$ cat src/rtl/mem_arbiter_pkg.sv
// Shared definitions for the two-port memory arbiter: FSM encoding,
// requester IDs and the read-latency constant of the memory block.
package mem_arbiter_pkg;

  typedef enum logic [1:0] {
    ST_IDLE   = 2'd0,
    ST_ACCESS = 2'd1,
    ST_WAIT   = 2'd2
  } state_t;

  // Requester IDs double as bit positions in the req/gnt vectors
  localparam logic REQ_IF = 1'b0;
  localparam logic REQ_D  = 1'b1;

  // Memory read data appears one cycle after the address/MemRead issue
  localparam int RD_LAT = 1;

  // Control fields latched for the transaction in flight
  typedef struct packed {
    logic owner;  // REQ_IF / REQ_D
    logic we;     // 1 = store
  } txn_ctl_t;

endpackage

$ cat src/rtl/mem_arbiter_if.sv
// Requester and memory-side signals of the arbiter. The arbiter uses the
// slave view; the datapath/memory environment uses the master view.
interface mem_arbiter_if #(
  parameter int ADDR_W = 32,
  parameter int DATA_W = 32
);
  logic              if_req;
  logic [ADDR_W-1:0] if_addr;
  logic              if_gnt;
  logic              if_rvalid;
  logic [DATA_W-1:0] if_rdata;

  logic              d_req;
  logic              d_we;
  logic [ADDR_W-1:0] d_addr;
  logic [DATA_W-1:0] d_wdata;
  logic              d_gnt;
  logic              d_rvalid;
  logic [DATA_W-1:0] d_rdata;

  logic [ADDR_W-1:0] mem_addr;
  logic              mem_read;
  logic              mem_write;
  logic [DATA_W-1:0] mem_wrdata;
  logic [DATA_W-1:0] mem_rdata;

  logic              busy;

  modport slave (
    input  if_req, if_addr, d_req, d_we, d_addr, d_wdata, mem_rdata,
    output if_gnt, if_rvalid, if_rdata, d_gnt, d_rvalid, d_rdata,
           mem_addr, mem_read, mem_write, mem_wrdata, busy
  );

  modport master (
    output if_req, if_addr, d_req, d_we, d_addr, d_wdata, mem_rdata,
    input  if_gnt, if_rvalid, if_rdata, d_gnt, d_rvalid, d_rdata,
           mem_addr, mem_read, mem_write, mem_wrdata, busy
  );
endinterface

$ cat src/rtl/mem_arbiter_rr_arb2.sv
// Two-input round-robin picker: a lone requester always wins; on contention
// the requester that was not served last wins. Grant is one-hot or zero.
module rr_arb2
  import mem_arbiter_pkg::*;
(
  input  logic [1:0] req,
  input  logic       last,
  output logic [1:0] gnt
);

  // pick winner from the request vector and last-winner pointer
  always_comb begin
    gnt = req;
    if (req == 2'b11)
      gnt = (last == REQ_D) ? 2'b01 : 2'b10;
  end

endmodule

$ cat src/rtl/mem_arbiter.sv
// Shares the single memory port between instruction fetch and load/store.
// One transaction at a time: IDLE samples requests, ACCESS issues the
// address/control, WAIT covers the synchronous read, and read data is
// returned from per-requester registers the cycle after WAIT.
module mem_arbiter
  import mem_arbiter_pkg::*;
#(
  parameter int ADDR_W = 32,
  parameter int DATA_W = 32
) (
  input logic          clk,
  input logic          rst,
  mem_arbiter_if.slave bus
);

  state_t            state, state_nx;
  logic              last_q;
  txn_ctl_t          ctl_q;
  logic [ADDR_W-1:0] addr_q;
  logic [DATA_W-1:0] wdata_q;
  logic [DATA_W-1:0] if_rdata_q, d_rdata_q;
  logic              if_rvalid_q, d_rvalid_q;
  logic [1:0]        req, gnt;
  logic              take;

  assign req  = {bus.d_req, bus.if_req};
  assign take = (state == ST_IDLE) && (|req);

  rr_arb2 u_arb (
    .req  (req),
    .last (last_q),
    .gnt  (gnt)
  );

  // state register
  always_ff @(posedge clk) begin
    if (rst) state <= ST_IDLE;
    else     state <= state_nx;
  end

  // next state: stores finish after ACCESS, reads go through WAIT
  always_comb begin
    state_nx = state;
    case (state)
      ST_IDLE:   if (|req) state_nx = ST_ACCESS;
      ST_ACCESS: state_nx = ctl_q.we ? ST_IDLE : ST_WAIT;
      ST_WAIT:   state_nx = ST_IDLE;
      default:   state_nx = ST_IDLE;
    endcase
  end

  // memory control and grant pulses decoded from state
  always_comb begin
    bus.mem_read  = 1'b0;
    bus.mem_write = 1'b0;
    bus.if_gnt    = 1'b0;
    bus.d_gnt     = 1'b0;
    case (state)
      ST_ACCESS: begin
        bus.mem_read  = ~ctl_q.we;
        bus.mem_write = ctl_q.we;
        bus.if_gnt    = (ctl_q.owner == REQ_IF);
        bus.d_gnt     = (ctl_q.owner == REQ_D);
      end
      ST_WAIT: bus.mem_read = 1'b1;
      default: ;
    endcase
  end

  // latch the winner's operands; fetches never write
  always_ff @(posedge clk) begin
    if (rst) begin
      last_q  <= REQ_D;
      ctl_q   <= '{owner: REQ_IF, we: 1'b0};
      addr_q  <= '0;
      wdata_q <= '0;
    end else if (take) begin
      last_q      <= gnt[REQ_D];
      ctl_q.owner <= gnt[REQ_D];
      if (gnt[REQ_D]) begin
        ctl_q.we <= bus.d_we;
        addr_q   <= bus.d_addr;
        wdata_q  <= bus.d_wdata;
      end else begin
        ctl_q.we <= 1'b0;
        addr_q   <= bus.if_addr;
        wdata_q  <= '0;
      end
    end
  end

  // capture read data at the end of WAIT into the owner's return register
  always_ff @(posedge clk) begin
    if (rst) begin
      if_rvalid_q <= 1'b0;
      d_rvalid_q  <= 1'b0;
      if_rdata_q  <= '0;
      d_rdata_q   <= '0;
    end else begin
      if_rvalid_q <= (state == ST_WAIT) && (ctl_q.owner == REQ_IF);
      d_rvalid_q  <= (state == ST_WAIT) && (ctl_q.owner == REQ_D);
      if (state == ST_WAIT) begin
        if (ctl_q.owner == REQ_D) d_rdata_q  <= bus.mem_rdata;
        else                      if_rdata_q <= bus.mem_rdata;
      end
    end
  end

  assign bus.mem_addr   = addr_q;
  assign bus.mem_wrdata = wdata_q;
  assign bus.if_rvalid  = if_rvalid_q;
  assign bus.d_rvalid   = d_rvalid_q;
  assign bus.if_rdata   = if_rdata_q;
  assign bus.d_rdata    = d_rdata_q;
  assign bus.busy       = (state != ST_IDLE);

endmodule

$ cat src/flat_wrapper.sv
// flat-port wrapper written by rule: the top's interface ports become plain ports
module mem_arbiter_flat import mem_arbiter_pkg::*;
#(
  parameter int ADDR_W = 32,
  parameter int DATA_W = 32
)
  (clk, rst, bus_if_req, bus_if_addr, bus_d_req, bus_d_we, bus_d_addr, bus_d_wdata, bus_mem_rdata, bus_if_gnt, bus_if_rvalid, bus_if_rdata, bus_d_gnt, bus_d_rvalid, bus_d_rdata, bus_mem_addr, bus_mem_read, bus_mem_write, bus_mem_wrdata, bus_busy);
  mem_arbiter_if #(.ADDR_W(ADDR_W), .DATA_W(DATA_W)) bus_i ();
  input logic clk;
  input logic rst;
  input wire logic [$bits(bus_i.if_req)-1:0] bus_if_req;
  input wire logic [$bits(bus_i.if_addr)-1:0] bus_if_addr;
  input wire logic [$bits(bus_i.d_req)-1:0] bus_d_req;
  input wire logic [$bits(bus_i.d_we)-1:0] bus_d_we;
  input wire logic [$bits(bus_i.d_addr)-1:0] bus_d_addr;
  input wire logic [$bits(bus_i.d_wdata)-1:0] bus_d_wdata;
  input wire logic [$bits(bus_i.mem_rdata)-1:0] bus_mem_rdata;
  output wire logic [$bits(bus_i.if_gnt)-1:0] bus_if_gnt;
  output wire logic [$bits(bus_i.if_rvalid)-1:0] bus_if_rvalid;
  output wire logic [$bits(bus_i.if_rdata)-1:0] bus_if_rdata;
  output wire logic [$bits(bus_i.d_gnt)-1:0] bus_d_gnt;
  output wire logic [$bits(bus_i.d_rvalid)-1:0] bus_d_rvalid;
  output wire logic [$bits(bus_i.d_rdata)-1:0] bus_d_rdata;
  output wire logic [$bits(bus_i.mem_addr)-1:0] bus_mem_addr;
  output wire logic [$bits(bus_i.mem_read)-1:0] bus_mem_read;
  output wire logic [$bits(bus_i.mem_write)-1:0] bus_mem_write;
  output wire logic [$bits(bus_i.mem_wrdata)-1:0] bus_mem_wrdata;
  output wire logic [$bits(bus_i.busy)-1:0] bus_busy;
  assign bus_i.if_req = bus_if_req;
  assign bus_i.if_addr = bus_if_addr;
  assign bus_i.d_req = bus_d_req;
  assign bus_i.d_we = bus_d_we;
  assign bus_i.d_addr = bus_d_addr;
  assign bus_i.d_wdata = bus_d_wdata;
  assign bus_i.mem_rdata = bus_mem_rdata;
  assign bus_if_gnt = bus_i.if_gnt;
  assign bus_if_rvalid = bus_i.if_rvalid;
  assign bus_if_rdata = bus_i.if_rdata;
  assign bus_d_gnt = bus_i.d_gnt;
  assign bus_d_rvalid = bus_i.d_rvalid;
  assign bus_d_rdata = bus_i.d_rdata;
  assign bus_mem_addr = bus_i.mem_addr;
  assign bus_mem_read = bus_i.mem_read;
  assign bus_mem_write = bus_i.mem_write;
  assign bus_mem_wrdata = bus_i.mem_wrdata;
  assign bus_busy = bus_i.busy;
  mem_arbiter #(.ADDR_W(ADDR_W), .DATA_W(DATA_W)) u_core (.clk(clk), .rst(rst), .bus(bus_i));
endmodule
$ cat config.mk
export PLATFORM = sky130hd
export DESIGN_NAME = mem_arbiter_flat
export DESIGN_NICKNAME = d
export VERILOG_FILES = /design/src/rtl/mem_arbiter_pkg.sv /design/src/rtl/mem_arbiter_if.sv /design/src/rtl/mem_arbiter_rr_arb2.sv /design/src/rtl/mem_arbiter.sv /design/src/flat_wrapper.sv
export SDC_FILE = /design/constraint.sdc
export NUM_CORES = 1
export LEC_CHECK = 0
export BUFFER_PORTS_ARGS = -buffer_cell sky130_fd_sc_hd__buf_2
export CAP_MARGIN = 20
export CORE_MARGIN = 2
export CORE_UTILIZATION = 42
export CTS_CLUSTER_SIZE = 16
export DETAILED_ROUTE_END_ITERATION = 8
export HOLD_SLACK_MARGIN = 0.1
export MAX_ROUTING_LAYER = met4
export PLACE_DENSITY = 0.77
export SLEW_MARGIN = 20
export SYNTH_ARGS = -nofsm -noshare
export SYNTH_HDL_FRONTEND = slang
export SYNTH_SLANG_ARGS = --single-unit
export TNS_END_PERCENT = 1
$ cat constraint.sdc
create_clock -name clk -period 1.5 [get_ports clk]
set_input_delay 0.225 -clock clk [delete_from_list [all_inputs] [get_ports clk]]
set_output_delay 0.225 -clock clk [all_outputs]
set_load 0.01 [all_outputs]
Yosys cells after proc, flatten, opt, wreduce, memory -nomap -nowiden:

Cells that the tools add are included.
W data, S select, Z words.

* bits in registers: 135
* output and inout bits: 135
* logic and storage cells: 36

* equality and inequality tests: 4
* multiplexer cells: 12
* bitwise operators: 2
* reduce and logical (&&, ||, !) cells: 8

Operators with widths (number)
* $mux W32: 2
* $mux W2: 4
* $eq A2 B2 Y1 const B: 2
* $mux W1: 4
* $pmux W2 S2: 1
* $reduce_and A2 Y1: 2
* $logic_and A1 B1 Y1: 3
* $eq A2 B1 Y1 const B: 1
* $logic_not A2 Y1: 1
* $ne A2 B2 Y1 const B: 1
* $not A1 Y1: 2
* $pmux W1 S2: 1
* $reduce_bool A2 Y1: 1
* $reduce_or A2 Y1: 1

Longest topological paths before layout:

Gate-level depths: netlist of run 1.

* word-level depth: 3
* gate-level depth with buffers: 7

Cells and area by module:

A second synthesis of run 1 with hierarchy kept.

* cell total of the unflattened synthesis: 573
* area, all modules: 5173.7 um^2

Modules (own cells, without submodules)
* mem_arbiter: times used 1, cells each 570, area each 5154.9 um^2
* rr_arb2: times used 1, cells each 3, area each 18.8 um^2

Worst setup path before layout of run 1:

OpenSTA, ideal clock, no wires.

* kind: register -> register
* from: reg u_core.state[0]
* to: reg u_core.wdata_q[10] (netlist: u_core.bus.mem_wrdata[10])
* arrival: 1276 ps
* setup slack: 108 ps
* stages on the path, launching flop included: 7
* path buffers: 1
* period minus slack after synthesis: 1392 ps
* path through: dfxtp_1 -> inv_1 -> ha_1 -> nand2b_1 -> nor2_8 -> buf_6 -> a22o_1

* word-level cells in the longest chain between the ends: 2

Ends and longest elaborated chain
* start, declared: line mem_arbiter.sv:16 `state_t state, state_nx;`
* start signal, assigned: line mem_arbiter.sv:38 `else state <= state_nx;`
* $logic_not A2 Y1: line mem_arbiter.sv:27 `assign take = (state == ST_IDLE) && (|req);`
* $logic_and A1 B1 Y1: line mem_arbiter.sv:27
* end signal, assigned: line mem_arbiter.sv:83 `wdata_q <= bus.d_wdata;`
* end, declared: line mem_arbiter.sv:20 `logic [DATA_W-1:0] wdata_q;`

No other way between the ends.
A chain may end at the register's enable or synchronous reset.

Final worst setup path of run 1:

* from: reg u_core.state[0]
* to: out bus_mem_read

* word-level cells in the longest chain between the ends: 2

Ends and longest elaborated chain
* $eq A2 B2 Y1 / $eq A2 B1 Y1 (equally long branches): line mem_arbiter.sv:58 `case (state)`
* $pmux W1 S2 *: line mem_arbiter.sv:58
* end, declared: line flat_wrapper.sv:25 `output wire logic [$bits(bus_i.mem_read)-1:0] bus_mem_read;`

Mark *: on every way between the ends. The rest lies on a longest branch, timed or not.

==> results of run 1 <==
-- per-layer routing --
layer / up-vias / share of wire (%) / GRT usage (%) / routed length (µm)
met5: - / 0 / - / 0
met1: 2600 / 39 / 29.1 / 6710
li1: 2632 / - / - / -
met2: 309 / 50 / 44.6 / 8490
met4: 0 / 3.0 / 13.1 / 520
met3: 47 / 8.1 / 7.55 / 1390
-- final cells by class --
cell class	instances	area, µm²	share of cell area (%)
Sequential cell	135	2710	32.8
Tap cell	147	184	2.23
Clock inverter	10	121	1.47
Inverter	3	11.3	0.137
Timing Repair Buffer	385	2590	31.5
Multi-Input combinational cell	384	2150	26.1
Clock buffer	21	470	5.71
-- sequential cells by signal, summed over array words and instances (netlist names) --
signal	cells
u_core.bus.mem_addr	32
u_core.ctl_q	2
u_core.state	2
u_core.bus.if_rvalid	1
u_core.bus.if_rdata	32
u_core.bus.d_rvalid	1
u_core.bus.mem_wrdata	32
u_core.bus.d_rdata	32
u_core.last_q	1
-- kinds of logic after synthesis --
logic type      Yosys count  share of synthesized area [%]
compound gates          169                           24.1
fa+ha+maj                 3                          0.738
buf+inv                  49                           5.31
flops                   135                           53.1
mux                       1                          0.197
simple gates            211                           16.5
-- worst min-delay path by stage --
stage                                                 to  depth (start not counted)
global route        u_core.bus.mem_addr[31]$_SDFFE_PP0P_                          3
detailed placement   u_core.bus.d_rdata[17]$_SDFFE_PP0P_                          2
finish              u_core.bus.mem_addr[31]$_SDFFE_PP0P_                          3
global placement    u_core.bus.if_rdata[25]$_SDFFE_PP0P_                          2
CTS                  u_core.bus.mem_addr[0]$_SDFFE_PP0P_                          3
floorplan                   u_core.state[0]$_SDFFE_PP0P_                          2
-- synth_stat cells --
cell	number	share of area [%]
nor2_8	1	0.39
nand2_1	161	12
mux2i_1	1	0.20
a22o_1	33	5.7
buf_4	2	0.30
dfxtp_1	135	53
or2_2	1	0.12
buf_6	7	1.6
nor2_2	1	0.12
clkbuf_1	16	1.2
buf_2	21	2.1
nor2_1	37	2.7
a21bo_1	1	0.20
a21oi_1	97	9.5
a211oi_1	3	0.44
nor3_1	1	0.098
o21a_1	2	0.30
and2_1	3	0.37
nand2b_1	2	0.25
a211oi_2	29	7.1
inv_1	3	0.22
a31oi_1	1	0.12
a21boi_4	1	0.37
o21ai_2	1	0.17
nor3b_1	1	0.15
nor2b_1	3	0.37
a22oi_1	1	0.15
ha_1	3	0.74
-- power by group --
part / switching, mW / internal (mW) / total, mW
clock network: 1.54 / 2.58 / 4.12
registers: 0.127 / 3.81 / 3.94
logic: 0.880 / 0.826 / 1.71
-- worst min-delay path: stages --
cell      delay, ps
buf_2           100
a21oi_1         110
a211oi_1         70
-- metrics by stage --
stage / util [%] / instance area [µm²]
2_1_floorplan: - / 5080
3_3_place_gp: 55.3 / 6590
3_5_place_dp: 55.3 / 6590
4_1_cts: 68.9 / 8210
5_1_grt: 69.2 / 8240
6_report: 69.2 / 8240
-- repair_timing --
| action | CTS | global route |
|---|---|---|
| buffers inserted | 2 | 0 |
| endpoints found under the hold margin | 132 | 0 |
| pin swaps | 2 | 9 |
| gates resized for setup | 11 | 7 |
| endpoints found under the setup margin | 6 | 49 |
| hold buffers | 98 | 0 |
| gates cloned | 0 | 0 |
==> results.md, run 1 <==
* Status: finished with violations
* Failing checks: setup timing
* Crit share post-route at 109%
* Pin count of the biggest net entering global routing at 65
* Slew @ Worst Pin at between 600 and 700 ps
* Unrepaired setup endpoints after global routing: true
* Max Cap Viol at 0
* WHS at ~150 ps
* Worst path depth at 5
* Final ANT Viol Nets at 0
* Crit-path max FO at 2
* Worst r2r path cells at 7
* Synth cell types at 28
* Synth Area per Inst at between 8 and 9 µm²
* Final setup TNS at -540 ps
* CTS tree: done
* Syn Inst Count at 568
* Max Root-Sink Buffers at 2
* Hold Vio Cnt, Final at 0
* Critical Path Slowest Stage Cell: dfxtp_2
* Number of global-route vias before repair at about 5.5k
* # H-tree levels at 4
* Synth Warn # at 0
* Commonest non-fill, non-tap cells in the layout: 262 x buf_2, 161 x nand2_1, 133 x dfxtp_1
* Leak Pwr at roughly 3.8 nW
* Clock sinks at around 140
* Hpwl dp at between 9000 and 10000 µm
* Yosys reg bits at around 140
* Relative slew slack at a little under three fifths
* Critical path type: reg -> out
* PwrDens at between 1000 and 1500 nW/µm²
* Die area at 13000 µm²
* Worst Hold Launch: bus_d_addr[31]
* Syn nets at roughly 700
* Critical Path Most Common Cell: buf_6
* WP buf/inv at 2
* R2R setup slack at around 70 ps
* Root buffer cell: clkbuf_16
* Non-filler cells, final at between 1k and 1.5k
* Horiz. Die Dim at between 100 and 150 µm
* Minimum clock period at roughly 1600 ps
* Initial core utilization at 42.7%
* Initial antenna violation count at 0
* Vias at between 5k and 6k
* Worst EP arrival at between 1000 and 1500 ps
* Boundary Pins at roughly 270
* Post-DR wirelength/cell at 15.8 µm
* Mapped cell area at approximately 5100 µm²
* Endpoint type of the worst setup path: output pin
* Avg Vias per Cell at a little over 5
* Remaining DRCs at 0
* Achievable Freq at roughly 0.6 GHz
* First-pass GRT wire length at 26600 µm
* GP Congestion at about 0.77
* Reg2reg start: u_core.state[1]$_SDFFE_PP0P_
* Crit path cell chain: buf_6, ha_4, nor2b_4, o21a_1, buf_6
* Fin Clk Skew at between 8 and 9 ps
* Nets at 1062
* Core area at roughly 12000 µm²
* Initial DRC count at ~440
* Slowest Stage Delay on Critical Path at 320 ps
* Fillcell total at 868
* Clk slew on worst S/H paths at about 60 ps
* Cell Rows at 40
* Pre-CTS setup slack at -7.71 ps
* Critical Path Start Type: register
* Antenna cells at 0
* CTS Buf Count at 17
* R2r endpoint: u_core.bus.mem_addr[1]$_SDFFE_PP0P_
* Final count of negative-setup-slack endpoints at 5
* Clock latency on the worst-skew pair at around 400 ps
* WP data required at around 1300 ps
* Buffers on Ports at 267
* Critical Path Start: u_core.state[0]$_SDFFE_PP0P_
* Worst Hold Class: in -> reg
* Crit path max-delay family: flip-flops
* Max rail drop VDD at just over 900 µV
* Worst Setup EP: bus_mem_read
* Slew Limit Fails at 0
* Layout area overhead at 62.1%
* PnR worst setup slack at -139 ps
* Power Total at 9.76 mW
* First-pass DRT Iterations at 4
* Seq/Total Area, Yosys at 53.1%
* GRT Residual Overflow at 0
* Post-Route WL at approximately 17000 µm
* Layout cells sized above 1 at approximately two fifths
* Dpl cells at approximately 950
* GR Util All Layers at 26.7%
* Most common cell after layout, fill and taps aside: buf_2
* Die Height at between 100 and 150 µm
Note: power is estimated with default switching activity, not from simulation.
==> inputs of run 2 (changes only) <==
CORE_UTILIZATION = 45   (was 42)
PLACE_DENSITY = 0.82   (was 0.77)
==> run 2 against run 1 <==
Net effect:
- the run still ends with setup timing left
- cell count fell by 0.46%
- total power rose by 1.6%
- first-iteration DRC count rose by 16%
- combinational power rose by 4%
- flip-flop and latch count did not move
- utilization rose by 6.4 points
- sequential power barely moved
- clock power rose by 2%
- largest cell class unchanged
- largest power group unchanged
==> results.md, run 2 (synthesis gave the netlist of run 1 again) <==
* Critical path type: reg -> out (unchanged)
* Worst Hold Launch: bus_d_addr[22] (was bus_d_addr[31])
* Non-filler cells, final at 1080 (was 1085)
* Layout cells sized above 1 at 39.1% (was 38.6%)
* Post-DR wirelength/cell at 17.6 µm (was 15.8 µm)
* Avg Vias per Cell at 5.30 (was 5.15)
* Horiz. Die Dim at 110 µm (was 114 µm)
* PnR worst setup slack at -107 ps (was -139 ps)
* Buffers on Ports at 267 (unchanged)
* GRT Residual Overflow at 0 (unchanged)
* Worst Hold Class: in -> reg (unchanged)
* Max Root-Sink Buffers at 2 (unchanged)
* Vias at 5723 (was 5588)
* Max rail drop VDD at 1020 µV (was 931 µV)
* Wire length on met2 at 9500 µm (was 8490 µm)
* Initial core utilization at 46.5% (was 42.7%)
* Hold Vio Cnt, Final at 0 (unchanged)
* Final ANT Viol Nets at 0 (unchanged)
* PwrDens at 1200 nW/µm² (was 1180 nW/µm²)
* Worst hold endpoint: u_core.bus.mem_addr[22]$_SDFFE_PP0P_ (was u_core.bus.mem_addr[31]$_SDFFE_PP0P_)
* GR Util All Layers at 30.8% (was 26.7%)
* Clk slew on worst S/H paths at 60 ps (about the same)
* Hold Crit Depth at 3 (unchanged)
* WL met1 at 6900 µm (was 6710 µm)
* Final count of negative-setup-slack endpoints at 5 (unchanged)
* Relative slew slack at 49.9% (was 56.6%)
* Clock sinks at 135 (unchanged)
* Top Metal Used: met4 (unchanged)
* Boundary Pins at 268 (unchanged)
* Pin count of the biggest net entering global routing at 64 (was 65)
* Post-Route WL at 19000 µm (was 17100 µm)
* Crit-path max FO at 3 (was 2)
* Die area at 12200 µm² (was 13000 µm²)
* Cell Rows at 38 (was 40)
* Initial antenna violation count at 0 (unchanged)
* First-pass DRT Iterations at 5 (was 4)
* Minimum clock period at 1610 ps (was 1640 ps)
* R2R setup slack at -10 ps (was 70 ps)
* Clock latency on the worst-skew pair at 420 ps (was 400 ps)
* Dpl cells at 947 (was 954)
* Crit share post-route at 107% (was 109%)
* Die Height at 110 µm (was 114 µm)
* Met3 WL at 1920 µm (was 1390 µm)
* Initial DRC count at 511 (was 439)
* Final Core Density at 75.6% (was 69.2%)
* Layout area overhead at 62.6% (was 62.1%)
* Endpoint type of the worst setup path: output pin (unchanged)
* WP data required at 1270 ps (about the same)
* Nets at 1063 (was 1062)
* Critical Path Start Type: register (unchanged)
* Remaining DRCs at 0 (unchanged)
* Antenna cells at 0 (unchanged)
* Achievable Freq at 0.622 GHz (was 0.610 GHz)
* Slew Limit Fails at 0 (unchanged)
* Worst r2r path cells at 5 (was 7)
* Max Cap Viol at 0 (unchanged)
* R2r endpoint: u_core.bus.mem_wrdata[12]$_SDFFE_PP0P_ (was u_core.bus.mem_addr[1]$_SDFFE_PP0P_)
* GP Congestion at 0.814 (was 0.769)
* # H-tree levels at 4 (unchanged)
* Finished Cell Area at 8270 µm² (was 8240 µm²)
* Core area at 10900 µm² (was 11900 µm²)
* CTS tree: done (unchanged)
* Placed Area at 6590 µm² (about the same)
* Leak Pwr at 3.83 nW (was 3.82 nW)
* Number of global-route vias before repair at 5716 (was 5515)
* Reg2reg start: u_core.state[0]$_SDFFE_PP0P_ (was u_core.state[1]$_SDFFE_PP0P_)
* Fin Clk Skew at 8.14 ps (was 8.51 ps)
* Final setup TNS at -305 ps (was -540 ps)
* Root buffer cell: clkbuf_16 (unchanged)
* Worst EP arrival at 1380 ps (was 1410 ps)
* Hpwl dp at 10300 µm (was 9690 µm)
* Failing checks: setup timing (unchanged)
* WHS at 171 ps (was 152 ps)
* Status: finished with violations (unchanged)
* Unrepaired setup endpoints after global routing: true (unchanged)
* Commonest non-fill, non-tap cells in the layout: 263 x buf_2, 161 x nand2_1, 133 x dfxtp_1 (was 262 x buf_2, 161 x nand2_1, 133 x dfxtp_1)
* Most common cell after layout, fill and taps aside: buf_2 (unchanged)
* CTS Buf Count at 17 (unchanged)
* First-pass GRT wire length at 27700 µm (was 26600 µm)
* Slew @ Worst Pin at 751 ps (was 651 ps)
## run 2: cell types whose count changed in the layout (fill, tap and decap cells not counted), sizes merged
| cell | delta |
|---|---|
| inv | +2 |
| clkbuf | -2 |
| dlygate4sd3 | -1 |
| clkinvlp | -2 |
| buf | +2 |
| clkinv | +3 |
## run 2: area by class of cell
type,count,area [µm²]
Multi-Input combinational cell,384,2160
Fill cell,655,2670
Sequential cell,135,2710
Clock buffer,19,453
Clock inverter,13,145
Timing Repair Buffer,386,2610
Inverter,3,13.8
Tap cell,140,175
## run 2: worst max-delay path: stages (launching register included)
cell	delay, ps
dfxtp_4	380
inv_4	50
ha_2	300
o21a_1	130
buf_6	110
## run 2: layer usage
| metal | global-route usage [%] | up-vias |
|---|---|---|
| met2 | 53.9 | 377 |
| met3 | 8.99 | 62 |
| met5 | - | - |
| met1 | 31.5 | 2640 |
| li1 | - | 2644 |
| met4 | 14.9 | 0 |
## run 2: how the worst max path moves through the flow
| stage | start | end | depth (start not counted) |
|---|---|---|---|
| after floorplan | u_core.state[0]$_SDFFE_PP0P_ | u_core.bus.mem_wrdata[10]$_SDFFE_PP0P_ | 6 |
| after global placement | u_core.state[0]$_SDFFE_PP0P_ | u_core.bus.mem_addr[0]$_SDFFE_PP0P_ | 7 |
| after detailed placement | u_core.state[0]$_SDFFE_PP0P_ | u_core.bus.mem_addr[27]$_SDFFE_PP0P_ | 7 |
| after CTS | u_core.state[1]$_SDFFE_PP0P_ | bus_mem_read | 5 |
| after global routing | u_core.state[0]$_SDFFE_PP0P_ | bus_mem_read | 4 |
| final | u_core.state[0]$_SDFFE_PP0P_ | bus_mem_read | 4 |
## run 2: where the power goes
group          total, mW  internal, mW  switching, mW  leakage (nW)
sequential          3.95          3.81          0.137          1.10
combinational       1.77         0.849          0.926          2.44
clock               4.19          2.55           1.64         0.292
total               9.92          7.21           2.70          3.83
## run 2: per-stage QoR
step                total power [mW]  setup slack [ps]
finish                          9.92              -107
global route                    10.3              -156
CTS                             9.87              -121
detailed placement              5.45              25.4
global placement                5.43              80.3
floorplan                       4.83               108
## run 2: repair_timing
action / CTS / global route
endpoints found under the setup margin: 5 / 44
pin swaps: 2 / 4
resized for setup: 17 / 6
hold endpoints to repair: 129 / 0
hold buffers: 97 / 0
buffers inserted: 3 / 1
==> inputs of run 3 (changes only) <==
CORE_UTILIZATION = 48   (was 45)
PLACE_DENSITY = 0.87   (was 0.82)
clock period = 2 ns   (was 1.5 ns; I/O delays follow)
==> run 3 against run 2 <==
Net effect:
- the run now ends clean
- total power decreased by 27%
- clock power decreased by 28%
- global-route usage rose by 4.9 points
- cell area decreased by 2.7%
- combinational power fell by 28%
- wire length increased by 4.4%
- die area shrank 6.0%
- sequential power fell by 25%
- non-clock buffer count is 6 lower
- clock-buffer cell count grew 5
- critical path depth up 1
- critical path type unchanged
==> results.md, run 3 (synthesis gave the netlist of run 1 again) <==
* Initial core utilization at 49.3% (was 46.5%)
* Pin count of the biggest net entering global routing at 59 (was 64)
* Avg Vias per Cell at 5.44 (was 5.30)
* Slowest Stage Delay on Critical Path at 340 ps (was 380 ps)
* Unrepaired setup endpoints after global routing: false (was true)
* Remaining DRCs at 0 (unchanged)
* Layout cells sized above 1 at 36.7% (was 39.1%)
* # H-tree levels at 4 (unchanged)
* Most common cell after layout, fill and taps aside: buf_2 (unchanged)
* Nets at 1057 (was 1063)
* Clock sinks at 135 (unchanged)
* Commonest non-fill, non-tap cells in the layout: 266 x buf_2, 161 x nand2_1, 135 x dfxtp_1 (was 263 x buf_2, 161 x nand2_1, 133 x dfxtp_1)
* Comb power frac at 17.5% (was 17.9%)
* Power Total at 7.26 mW (was 9.92 mW)
* PnR worst setup slack at 117 ps (was -107 ps)
* Hold Vio Cnt, Final at 0 (unchanged)
* Minimum clock period at roughly 1900 ps
* Boundary Pins at 268 (unchanged)
* Post-CTS Setup Bufs at 0 (was 3)
* Max Root-Sink Buffers at 2 (unchanged)
* Leak Pwr at 3.75 nW (was 3.83 nW)
* Crit path max-delay family: flip-flops (unchanged)
* Slew Limit Fails at 0 (unchanged)
* Part of the power in registers at 40.8% (was 39.8%)
* Achievable Freq at 0.531 GHz
* Root buffer cell: clkbuf_8 (was clkbuf_16)
* Hpwl dp at 9980 µm (was 10300 µm)
* Worst EP arrival at 1580 ps (was 1380 ps)
* Layout area overhead at 58.2% (was 62.6%)
* Critical Path Start Type: register (unchanged)
* Worst Hold Launch: bus_d_addr[22] (unchanged)
* Non-filler cells, final at 1072 (was 1080)
* Final Core Density at 77.9% (was 75.6%)
* Pre-CTS setup slack at 104 ps (was 25.4 ps)
* Post-Route WL at 19900 µm (was 19000 µm)
* Die area at 11400 µm² (was 12200 µm²)
* GR Util All Layers at 35.6% (was 30.8%)
* Max rail drop VDD at 728 µV (was 1020 µV)
* Reg2reg start: u_core.state[0]$_SDFFE_PP0P_ (unchanged)
* First-pass GRT wire length at 30400 µm (was 27700 µm)
* Hold Crit Depth at 3 (unchanged)
* Initial antenna violation count at 2 (was 0)
* Vias at 5830 (was 5723)
* WP data required at 1700 ps (was 1270 ps)
* Final ANT Viol Nets at 0 (unchanged)
* Horiz. Die Dim at 107 µm (was 110 µm)
* Max Cap Viol at 0 (unchanged)
* R2R setup slack at 220 ps (was -10 ps)
* Die Height at 107 µm (was 110 µm)
* Endpoint type of the worst setup path: output pin (unchanged)
* GP Congestion at 0.804 (was 0.814)
* NetSw at 1.96 mW (was 2.70 mW)
* Worst path depth at 5 (was 4)
* Critical path type: reg -> out (unchanged)
* Worst r2r path cells at 6 (was 5)
* Clock latency on the worst-skew pair at 520 ps (was 420 ps)
* Buffers on Ports at 267 (unchanged)
* Dpl cells at 937 (was 947)
* Relative slew slack at 59.2% (was 49.9%)
* Critical Path Slowest Stage Cell: dfxtp_1 (was dfxtp_4)
* WP buf/inv at 2 (unchanged)
* CTS tree: done (unchanged)
* Final setup TNS at 0 ps (was -305 ps)
* First-pass DRT Iterations at 5 (unchanged)
* Crit share post-route at approximately 94%
* Fin Clk Skew at 11.6 ps (was 8.14 ps)
* Clk slew on worst S/H paths at 60 ps (about the same)
* Status: complete, no violations (was finished with violations)
* Critical Path Start: u_core.state[1]$_SDFFE_PP0P_ (was u_core.state[0]$_SDFFE_PP0P_)
* Final count of negative-setup-slack endpoints at 0 (was 5)
* Number of global-route vias before repair at 5855 (was 5716)
* Post-DR wirelength/cell at 18.6 µm (was 17.6 µm)
* GRT Residual Overflow at 0 (unchanged)
* Cell Rows at 37 (was 38)
* Clock power frac at 41.8% (was 42.3%)
* Slew @ Worst Pin at 612 ps (was 751 ps)
* Crit-path max FO at 4 (was 3)
* Core area at 10300 µm² (was 10900 µm²)
* Worst Hold Class: in -> reg (unchanged)
* Sw Ratio at 27.1% (was 27.3%)
* CTS Buf Count at 17 (unchanged)
* P_int at 5.29 mW (was 7.21 mW)
* Initial DRC count at 566 (was 511)
* Crit path cell chain: inv_1, ha_2, nor2b_1, o21a_1, buf_2 (was inv_4, ha_2, o21a_1, buf_6)
* PwrDens at 902 nW/µm² (was 1200 nW/µm²)
==> run 3: cell types whose count changed in the layout (fill, tap and decap cells not counted), moves of 3 or more <==
cell / previous run / this run
dlygate4sd3_1: 97 / 101
buf_12: 9 / 2
clkbuf_1: 0 / 4
buf_6: 4 / 0
inv_1: 0 / 3
buf_2: 263 / 266
==> run 3: worst paths after layout <==
| path | end |
|---|---|
| worst max register to register | u_core.bus.mem_wrdata[17]$_SDFFE_PP0P_ |
| worst min-delay path | u_core.bus.mem_addr[22]$_SDFFE_PP0P_ |
| worst min register to register | u_core.bus.if_rdata[13]$_SDFFE_PP0P_ |
| worst max-delay path | bus_mem_read |
==> run 3: per-stage QoR <==
| stage | cell area (µm²) | hold WS (ps) |
|---|---|---|
| floorplan | 5080 | 425 |
| global placement | 6450 | 438 |
| detailed placement | 6450 | 443 |
| CTS | 8030 | 118 |
| global route | 8040 | 147 |
| finish | 8040 | 150 |
==> run 3: power by group through the flow <==
stage | logic [mW] | registers [mW] | clock network (mW)
3_3_place_gp | 1.01 | 2.99 | 0
3_5_place_dp | 1.03 | 3.00 | 0
5_1_grt | 1.36 | 2.97 | 3.17
2_1_floorplan | 0.552 | 3.07 | 0
6_report | 1.27 | 2.96 | 3.03
4_1_cts | 1.20 | 2.94 | 3.02
==> run 3: tightest hold or removal path: cells and delay by family <==
| kind | cells | cell delay [ps] |
|---|---|---|
| buffers and inverters | 1 | 100 |
| AOI/OAI and AO/OA | 2 | 220 |
==> run 3: metal layers <==
metal | vias to the layer above | track usage, % | routed length, µm | part of all wire, %
met1 | 2699 | 37.2 | 6880 | 35
met4 | 0 | 23.1 | 1170 | 5.9
met2 | 415 | 58.1 | 9850 | 50
li1 | 2628 | - | - | -
met3 | 88 | 11.4 | 1990 | 10
met5 | - | - | 0 | 0
==> run 3: cell type report <==
type	instances	area [µm²]
Tap cell	136	170
Clock inverter	8	96.3
Antenna cell	2	5.00
Inverter	3	11.3
Clock buffer	24	470
Fill cell	582	2280
Timing Repair Buffer	380	2460
Multi-Input combinational cell	384	2120
Sequential cell	135	2700
==> run 3: what timing repair did <==
action / in CTS / in global routing
setup endpoints to repair: 0 / 15
hold buffers: 101 / 0
resized for setup: 0 / 2
hold endpoints to repair: 133 / 0
